### src/rtl/naes_pkg.sv
// Shared NES system definitions: DMA state encoding and fixed bus register addresses.
package naes_pkg;

    typedef enum logic [2:0] {
        IDLE,
        HALT,
        ALIGN,
        READ,
        WRITE
    } dma_state_t;

    localparam logic [15:0] ADDR_OAMDMA  = 16'h4014;
    localparam logic [15:0] ADDR_OAMDATA = 16'h2004;

endpackage

### src/rtl/oam_dma.sv
// OAM DMA initiator: halts the CPU and copies one 256-byte page into PPU OAM via OAMDATA.
// Every state lasts one CPU cycle; all state advances only on ppu_clk edges with cpu_ce high.
module oam_dma
    import naes_pkg::*;
#(
    parameter logic [15:0] DMA_REG  = ADDR_OAMDMA,
    parameter logic [15:0] OAM_DATA = ADDR_OAMDATA,
    parameter int          NBYTES   = 256
) (
    input  logic        ppu_clk,
    input  logic        reset,
    input  logic        cpu_ce,
    input  logic        odd_or_even,
    input  logic [15:0] cpu_addr,
    input  logic [7:0]  cpu_dout,
    input  logic        cpu_wr,
    input  logic [7:0]  bus_rdata,
    output logic        dma_hijack,
    output logic [15:0] dma_addr,
    output logic [7:0]  dma_dout,
    output logic        dma_wr,
    output logic        dma_done
);

    localparam logic [7:0] LAST_INDEX = 8'(NBYTES - 1);

    dma_state_t state_q, state_d;
    logic [7:0] page_q, page_d;
    logic [7:0] index_q, index_d;
    logic [7:0] data_q, data_d;
    logic       done_q, done_d;
    logic       trigger;

    assign trigger = cpu_ce && cpu_wr && (cpu_addr == DMA_REG);

    // NOTE: reset is synchronous here, so it sits inside the clocked branch rather than the sensitivity list.
    always_ff @(posedge ppu_clk) begin
        if (reset) begin
            state_q <= IDLE;
            page_q  <= '0;
            index_q <= '0;
            data_q  <= '0;
            done_q  <= 1'b0;
        end else begin
            // NOTE: non-blocking assignments keep every register sampling the pre-edge values.
            state_q <= state_d;
            page_q  <= page_d;
            index_q <= index_d;
            data_q  <= data_d;
            done_q  <= done_d;
        end
    end

    always_comb begin
        // NOTE: defaults first so every path assigns every signal and no latch is inferred.
        state_d = state_q;
        page_d  = page_q;
        index_d = index_q;
        data_d  = data_q;
        done_d  = 1'b0;
        if (cpu_ce) begin
            unique case (state_q)
                IDLE: begin
                    if (trigger) begin
                        page_d  = cpu_dout;
                        index_d = '0;
                        state_d = HALT;
                    end
                end
                HALT:  state_d = odd_or_even ? ALIGN : READ;
                ALIGN: state_d = READ;
                READ: begin
                    data_d  = bus_rdata;
                    state_d = WRITE;
                end
                WRITE: begin
                    // Termination is tested before the increment so the index never wraps.
                    if (index_q == LAST_INDEX) begin
                        done_d  = 1'b1;
                        state_d = IDLE;
                    end else begin
                        index_d = index_q + 8'd1;
                        state_d = READ;
                    end
                end
                default: state_d = IDLE;
            endcase
        end
    end

    // Outputs decode registered state only, so nothing on cpu_* reaches dma_* combinationally.
    always_comb begin
        dma_hijack = 1'b0;
        dma_addr   = '0;
        dma_dout   = '0;
        dma_wr     = 1'b0;
        unique case (state_q)
            IDLE:  dma_hijack = 1'b0;
            HALT:  dma_hijack = 1'b1;
            ALIGN: dma_hijack = 1'b1;
            READ: begin
                dma_hijack = 1'b1;
                dma_addr   = {page_q, index_q};
            end
            WRITE: begin
                dma_hijack = 1'b1;
                dma_addr   = OAM_DATA;
                dma_dout   = data_q;
                dma_wr     = 1'b1;
            end
            default: dma_hijack = 1'b0;
        endcase
    end

    assign dma_done = done_q;

endmodule

### config.mk
export PLATFORM = sky130hd
export DESIGN_NAME = oam_dma
export DESIGN_NICKNAME = d
export VERILOG_FILES = /design/src/rtl/naes_pkg.sv /design/src/rtl/oam_dma.sv
export SDC_FILE = /design/constraint.sdc
export NUM_CORES = 1
export LEC_CHECK = 0
export BUFFER_PORTS_ARGS = -buffer_cell sky130_fd_sc_hd__clkbuf_2
export CORE_UTILIZATION = 50
export DETAILED_ROUTE_END_ITERATION = 6
export PLACE_DENSITY = 0.92
export SYNTH_ARGS = -nofsm -noshare
export SYNTH_HDL_FRONTEND = slang
export SYNTH_SLANG_ARGS = --single-unit
export TNS_END_PERCENT = 1
### constraint.sdc
create_clock -name ppu_clk -period 4.55 [get_ports ppu_clk]
set_clock_uncertainty 0.05 [all_clocks]
set_input_delay 0.91 -clock ppu_clk [delete_from_list [all_inputs] [get_ports ppu_clk]]
set_output_delay 0.91 -clock ppu_clk [all_outputs]
set_load 0.03 [all_outputs]
==> flow_metrics.tcl, run 1 <==
set metrics [dict create \
    ys_types 39 \
    drive_above_1_share 0.295 \
    synth_top_family_by_area "simple AND/OR/NAND/NOR gates" \
    die_h_um 56.5 \
    cts-buffers-inserted 3 \
    setup_violations 0 \
    yosysWarnings 0 \
    outcome "finished clean" \
    synth.net_count 228 \
    utilization 0.656 \
    r2r_cells 4 \
    synth_common_cells "nand2_1, dfxtp_1, a21oi_1" \
    tightestPinTransition_ps 870 \
    syn_to_final_growth_pct 23.0 \
    whs_path_depth 2 \
    synth_ff_type "dfxtp_1" \
    dp_slack_ps 2060 \
    cts_sinks 28 \
    die_area_sq_um 3190 \
    min_path_type "reg2reg" \
    ctsResizeCount 0 \
    start_kind "flop" \
    synth_compound_area_frac 0.219 \
    yosys.area.top_type "dfxtp_1" \
    numPortBuffers 63 \
    io_pins 64 \
    routed_wirelength_um 3580 \
    p_per_area_nw_per_um2 239 \
    rows 19 \
    yosysSeqAreaShare 0.378 \
    dp_cells 271 \
    grt_setup_unrepaired "no" \
    cts_tree "built" \
    wl_per_cell_um 13.0 \
    p_int_mw 0.348 \
    setup_ws_ps 1780 \
    drt.antenna.violating_nets 0 \
    final_area_sq_um 1820 \
    grt_pass1_wl_um 5940 \
    ys_ff_latch 28 \
    synthSimpleGateAreaFrac 0.337 \
    postCtsHoldBufs 0 \
    peakVddDrop_v 0.000183 \
    start_util 0.533 \
    p_clk_frac 0.380 \
    slew_violations 0 \
    finalNonFillerCells 275 \
    timing.hold.ws_ps 410 \
    die_width_um 56.5 \
    drc_errors 0 \
    syn-cell-area_sq_um 1480 \
    antenna_found_initial 0 \
    drt_first_pass_iters 4 \
    cp.arrival_ps 1810 \
    vias 1575 \
    clk_latency_ps 340 \
    grt_remaining_overflow 0 \
    p_switching_mw 0.0891 \
    synthAdderAreaFrac 0.00844 \
    track_usage 0.232 \
    finalPower_mw 0.437 \
    fmaxAchievable_mhz 361 \
    core_sq_um 2780 \
    synth_edf_count 0 \
    root_buffer "clkbuf_4" \
    crit_required_ps 3590 \
    nets 283 \
    slew_headroom 0.416 \
    syn_area_per_cell_sq_um 7.80 \
    end_kind "output pin" \
    clk_pin_slew_ps 160 \
    maxCapViolCount 0 \
    yosys-top-cells-area "dfxtp_1, and2_1, a21oi_1" \
    synth_mux_area_frac 0 \
    combinationalPowerShare 0.058 \
    power.leakage_nw 0.755 \
    grt_pass1_vias 1354 \
    cts_max_level 1 \
    crit_fanout 18 \
    place_hpwl_um 2600 \
    routabilityCongestion 0.825 \
    n_antenna_cell 0 \
    setup_tns_ps 0 \
    post-route-period-util 0.609 \
    cts_setup_buffers 0 \
    fin_crit_ps 2770 \
    path_class "reg2out" \
    drt-initial-drc-count 70 \
    synth_top_cell_area_share 0.378 \
    dpl_cell_area_sq_um 1770 \
    p_sw_frac 0.204 \
    clk_path_buf_depth 2 \
    seq_power_share 0.562 \
    avgViaCountPerCell 5.73 \
    synth.most_common_cell "nand2_1" \
    hold_viol 0 \
    synth-async-reset-ratio 0 \
    syn_inst 190 \
    grt_max_degree 31 \
    synth_xor_xnor_area_share 0.00591 \
]
-- worst max-delay path, cell delays in order (launching register included) --
cell and delay, ps:
dfxtp_1 500, and3b_1 540, nand2_1 150, nand2_1 100
clkbuf_2 200
-- flip-flops by register name (all words and copies together) (netlist names) --
| signal | cells |
|---|---|
| data_q | 8 |
| dma_done | 1 |
| index_q | 8 |
| page_q | 8 |
| state_q | 3 |
-- cells in the final DEF, fill, tap and decap left out, types with 2 or more instances in the layout --
cell type / count
inv_1: 2
o21ai_1: 8
a41oi_1: 2
nand3_1: 2
nand2b_1: 4
clkbuf_2: 63
o21ai_0: 3
nand4_1: 11
o21a_1: 2
clkbuf_4: 3
nor2_1: 7
a21oi_1: 25
o211ai_1: 3
or3_1: 2
and2_1: 23
nand2_1: 29
nand3b_1: 2
dfxtp_1: 28
nor4_1: 2
a311oi_1: 4
-- final timing paths --
kind                                               from                      end  slack [ps]
worst max-delay path            state_q[1]$_SDFFE_PP0P_             dma_addr[13]        1780
worst min-delay path             data_q[3]$_SDFFE_PP0P_   data_q[3]$_SDFFE_PP0P_         410
worst max register to register  state_q[2]$_SDFFE_PP0P_  index_q[2]$_SDFFE_PP0P_        2430
worst min register to register   data_q[3]$_SDFFE_PP0P_   data_q[3]$_SDFFE_PP0P_         410
-- metal layers --
metal	vias to the layer above	wire length, um	global-route usage	part of all wire
li1	793	-	-	-
met1	722	1600	0.322	0.45
met2	56	1720	0.378	0.48
met3	4	220	0.0300	0.062
met4	0	31	0.0627	0.0087
met5	-	0	0	0
-- logic make-up after synthesis --
| kind of cell | after synthesis |
|---|---|
| simple gates | 91 |
| compound gates | 53 |
| flops | 28 |
| buf+inv | 16 |
| xor+xnor | 1 |
| fa+ha+maj | 1 |
-- final cells by class --
cell class | count | area, sq um
clock inverters | 1 | 30.0
clock buffers | 3 | 22.5
inverters | 3 | 11.3
flip-flops and latches | 28 | 561
well taps | 31 | 38.8
fillers | 250 | 957
repair buffers | 63 | 315
multi-input cells | 146 | 846
-- power groups by stage --
stage | Sequential, mW | Clock (mW) | Combinational [mW]
2_1_floorplan | 0.251 | 0 | 0.00812
3_3_place_gp | 0.251 | 0 | 0.0248
3_5_place_dp | 0.251 | 0 | 0.0251
4_1_cts | 0.246 | 0.166 | 0.0253
5_1_grt | 0.246 | 0.174 | 0.0281
6_report | 0.246 | 0.166 | 0.0252
(Power assumes the default switching activity.)
==> inputs of run 2 (changes only) <==
--- a/config.mk
+++ b/config.mk
@@ -6,9 +6,9 @@
 export NUM_CORES = 1
 export LEC_CHECK = 0
 export BUFFER_PORTS_ARGS = -buffer_cell sky130_fd_sc_hd__clkbuf_2
-export CORE_UTILIZATION = 50
+export CORE_UTILIZATION = 42
 export DETAILED_ROUTE_END_ITERATION = 6
-export PLACE_DENSITY = 0.92
+export PLACE_DENSITY = 0.84
 export SYNTH_ARGS = -nofsm -noshare
 export SYNTH_HDL_FRONTEND = slang
 export SYNTH_SLANG_ARGS = --single-unit
==> constraint.sdc (replaced) <==
create_clock -name ppu_clk -period 2.5 [get_ports ppu_clk]
set_clock_uncertainty 0.05 [all_clocks]
set_input_delay 0.5 -clock ppu_clk [delete_from_list [all_inputs] [get_ports ppu_clk]]
set_output_delay 0.5 -clock ppu_clk [all_outputs]
set_load 0.03 [all_outputs]
==> run 2 against run 1 <==
Against the previous run:
- sequential share of layout area is 0.68 points lower
- die area is 18% higher
- utilization down 10 points
- first-iteration DRC count up 31%
- critical path type unchanged
- routed wire length is 0.31% lower
==> flow_metrics.tcl, run 2 (synthesis results as in run 1) <==
set metrics [dict create \
    antenna_found_initial 0 \
    grt_setup_unrepaired "no" \
    wl_per_cell_um 12.2 \
    routabilityCongestion 0.830 \
    core_sq_um 3360 \
    tightestPinTransition_ps 573 \
    postCtsHoldBufs 0 \
    grt_max_degree 31 \
    drc_errors 0 \
    final_cell_mix "clkbuf_2, nand2_1, dfxtp_1" \
    die_width_um 61.4 \
    p_per_area_nw_per_um2 423 \
    grt_remaining_overflow 0 \
    rows 21 \
    slowest_stage "and3b_1" \
    fin_crit_ps 2320 \
    top_regs "data_q x8, index_q x8, page_q x8" \
    drt.antenna.violating_nets 0 \
    path_cells "and3b_1, and2_1, clkbuf_2" \
    outcome "finished clean" \
    clk_path_buf_depth 2 \
    grt_pass1_wl_um 5650 \
    numPortBuffers 63 \
    grt_pass1_vias 1278 \
    combinationalPowerShare 0.058 \
    maxCapViolCount 0 \
    die_h_um 61.4 \
    drt_first_pass_iters 4 \
    nets 286 \
    place_hpwl_um 2570 \
    post-route-period-util 0.928 \
    die_area_sq_um 3770 \
    slew_headroom 0.618 \
    crit_required_ps 1950 \
    n_antenna_cell 0 \
    clk_pin_slew_ps 150 \
    cp.arrival_ps 1770 \
    cts_tree "built" \
    min_path_type "in2reg" \
    drt-initial-drc-count 92 \
    worstPathBufferInverterCount 1 \
    crit_fanout 18 \
    track_usage 0.197 \
    seq_power_share 0.566 \
    peakVddDrop_v 0.000294 \
    routed_wirelength_um 3570 \
    cts-buffers-inserted 3 \
    slew_violations 0 \
    dp_slack_ps 396 \
    io_pins 64 \
    slowest_delay_ps 530 \
    fmaxAchievable_mhz 431 \
    power.leakage_nw 0.769 \
    vias 1545 \
    ctsResizeCount 0 \
    setup_ws_ps 179 \
    hold_viol 0 \
    p_int_mw 0.633 \
    syn_to_final_growth_pct 25.8 \
    cp_top_family "simple AND/OR/NAND/NOR gates" \
    root_buffer "clkbuf_4" \
    cts_max_level 1 \
    clk_latency_ps 320 \
    layout_commonest_cell "clkbuf_2" \
    setup_violations 0 \
    start_util 0.441 \
    cts_sinks 28 \
    start_kind "flop" \
    p_switching_mw 0.157 \
    p_sw_frac 0.199 \
    path_class "reg2out" \
    end_kind "output pin" \
    setup_tns_ps 0 \
    avgViaCountPerCell 5.27 \
    drive_above_1_share 0.304 \
    cts_setup_buffers 0 \
    p_clk_frac 0.376 \
]
-- run 2: changes by cell type in the layout (fill, tap and decap cells not counted), sizes merged --
cell,previous run,this run
buf,0,3
-- run 2: area by class of cell --
cell class	instances	area [sq um]
clock buffer	3	22.5
sequential	28	561
clock inverter	1	30.0
fill	358	1500
inverter	3	11.3
multi-input combinational	146	846
timing repair buffer	66	338
tap	46	57.6
-- run 2: through the flow --
stage | cells | total power, mW | util | hold slack, ps | instance area (sq um)
after floorplan | 190 | 0.471 | - | 382 | 1480
after global placement | 289 | 0.502 | 0.539 | 388 | 1810
after detailed placement | 289 | 0.502 | 0.539 | 392 | 1810
after CTS | 293 | 0.794 | 0.555 | 317 | 1870
after global routing | 293 | 0.816 | 0.555 | 299 | 1870
final | 293 | 0.790 | 0.555 | 321 | 1870
-- run 2: worst reg2reg max path, cell delays in order, from the launching register on --
cell	delay (ps)
dfxtp_1	420
or3_1	420
or4_4	630
o21ai_2	310
a311oi_1	160
-- run 2: layer usage --
metal | share of wire | track usage
met1 | 0.48 | 0.286
met5 | 0 | 0
met2 | 0.45 | 0.318
met4 | 0.0022 | 0.0254
met3 | 0.068 | 0.0315
-- run 2: final timing paths --
kind	end	from	depth (start not counted)	slack [ps]
worst max-delay path	dma_addr[12]	state_q[1]$_SDFFE_PP0P_	3	180
worst min-delay path	data_q[3]$_SDFFE_PP0P_	bus_rdata[3]	3	320
worst max register to register	index_q[3]$_SDFFE_PP0P_	state_q[2]$_SDFFE_PP0P_	4	390
worst min register to register	data_q[4]$_SDFFE_PP0P_	data_q[4]$_SDFFE_PP0P_	2	410
-- run 2: power groups by stage --
stage / clock, mW / combinational [mW] / sequential, mW
after floorplan: 0 / 0.0148 / 0.456
after CTS: 0.300 / 0.0461 / 0.447
after global routing: 0.318 / 0.0512 / 0.447
after global placement: 0 / 0.0461 / 0.456
final: 0.297 / 0.0459 / 0.447
after detailed placement: 0 / 0.0457 / 0.456
==> inputs of run 3 (changes only) <==
--- a/config.mk
+++ b/config.mk
@@ -6,9 +6,10 @@
 export NUM_CORES = 1
 export LEC_CHECK = 0
 export BUFFER_PORTS_ARGS = -buffer_cell sky130_fd_sc_hd__clkbuf_2
+export CORE_MARGIN = 2
 export CORE_UTILIZATION = 42
 export DETAILED_ROUTE_END_ITERATION = 6
-export PLACE_DENSITY = 0.84
+export PLACE_DENSITY = 0.75
 export SYNTH_ARGS = -nofsm -noshare
 export SYNTH_HDL_FRONTEND = slang
 export SYNTH_SLANG_ARGS = --single-unit
==> run 3 against run 2 <==
Against the previous run:
- fmax fell by 0.88%
- cell count unchanged
- global-route usage is 0.87 points lower
==> flow_metrics.tcl, run 3 (synthesis results as in run 1) <==
set metrics [dict create \
    met2_length_um 1680 \
    core_sq_um 3360 \
    outcome "finished clean" \
    setup_ws_ps 158 \
    whs_path_depth 3 \
    tightestPinTransition_ps 600 \
    cts-buffers-inserted 3 \
    cts_sinks 28 \
    power.leakage_nw 0.769 \
    p_per_area_nw_per_um2 422 \
    clk_pin_slew_ps 160 \
    place_hpwl_um 2630 \
    path_class "reg2out" \
    top_regs "data_q x8, index_q x8, page_q x8" \
    numPortBuffers 63 \
    slew_violations 0 \
    crit_required_ps 1950 \
    wl_met1_um 1750 \
    nets 286 \
    wl_met3_um 175 \
    start_kind "flop" \
    drc_errors 0 \
    routabilityCongestion 0.892 \
    utilization 0.555 \
    postCtsHoldBufs 0 \
    r2r_cells 4 \
    routed_wirelength_um 3680 \
    hold_viol 0 \
    post-route-period-util 0.937 \
    fmaxAchievable_mhz 427 \
    start_util 0.441 \
    peakVddDrop_v 0.000229 \
    cts_tree "built" \
    end_kind "output pin" \
    min_path_type "in2reg" \
    crit_fanout 11 \
    clk_path_buf_depth 2 \
    wl_per_cell_um 12.5 \
    clk_latency_ps 330 \
    io_pins 64 \
    finalPower_mw 0.789 \
    drt-initial-drc-count 80 \
    drive_above_1_share 0.304 \
    layout_commonest_cell "clkbuf_2" \
    top_layer "met4" \
    setup_tns_ps 0 \
    n_antenna_cell 0 \
    track_usage 0.188 \
    grt_setup_unrepaired "no" \
    avgViaCountPerCell 5.29 \
    grt_pass1_wl_um 6200 \
    root_buffer "clkbuf_4" \
    die_area_sq_um 4020 \
    timing.hold.ws_ps 317 \
    antenna_found_initial 0 \
    die_h_um 63.4 \
    grt_remaining_overflow 0 \
    cts_max_level 1 \
    drt.antenna.violating_nets 0 \
    setup_violations 0 \
    rows 21 \
    grt_pass1_vias 1440 \
    fin_crit_ps 2340 \
    slew_headroom 0.600 \
    cp.arrival_ps 1790 \
    final_cell_mix "clkbuf_2, nand2_1, dfxtp_1" \
    vias 1549 \
    syn_to_final_growth_pct 26.0 \
    dp_slack_ps 399 \
    die_width_um 63.4 \
    maxCapViolCount 0 \
    drt_first_pass_iters 4 \
    grt_max_degree 31 \
]
==> run 3: cell count changes in the layout (fill, tap and decap cells not counted) <==
cell | before | now
inv_4 | 0 | 1
inv_2 | 1 | 0
==> run 3: per-stage QoR <==
stage | std cells | cell area (sq um)
detailed placement | 289 | 1810
global route | 293 | 1870
finish | 293 | 1870
floorplan | 190 | 1480
CTS | 293 | 1870
global placement | 289 | 1810
==> run 3: repair_timing <==
item | in CTS | in global routing
gates resized for setup | 0 | 1
setup buffers | 0 | 0
endpoints found under the setup margin | 0 | 1
==> run 3: cell type report <==
type	instances	area, sq um
fillers	368	1500
multi-input cells	146	846
flip-flops and latches	28	561
repair buffers	66	338
well taps	46	57.6
clock inverters	1	30.0
clock buffers	3	22.5
inverters	3	13.8
==> run 3: path summary, 6_finish.rpt <==
| path | start | endpoint | slack [ps] |
|---|---|---|---|
| setup / recovery | state_q[1]$_SDFFE_PP0P_ | dma_addr[14] | 160 |
| hold / removal | bus_rdata[2] | data_q[2]$_SDFFE_PP0P_ | 320 |
| setup reg to reg | state_q[2]$_SDFFE_PP0P_ | index_q[4]$_SDFFE_PP0P_ | 410 |
| hold reg to reg | data_q[3]$_SDFFE_PP0P_ | data_q[3]$_SDFFE_PP0P_ | 410 |
==> run 3: worst max-delay path, stage by stage (launching register included) <==
cell and delay [ps]:
dfxtp_1 500, and3b_1 430, buf_4 220, and2_1 120
clkbuf_2 210
==> run 3: layer usage <==
layer,vias to the layer above,global-route usage
met1,704,0.254
met4,0,0.0815
met5,-,0
li1,793,-
met3,6,0.0304
met2,46,0.297
==> run 3: report_power, final <==
part,switching [mW],internal (mW),total (mW)
Combinational,0.0222,0.0242,0.0464
Sequential,0.000306,0.447,0.447
Clock,0.133,0.162,0.295
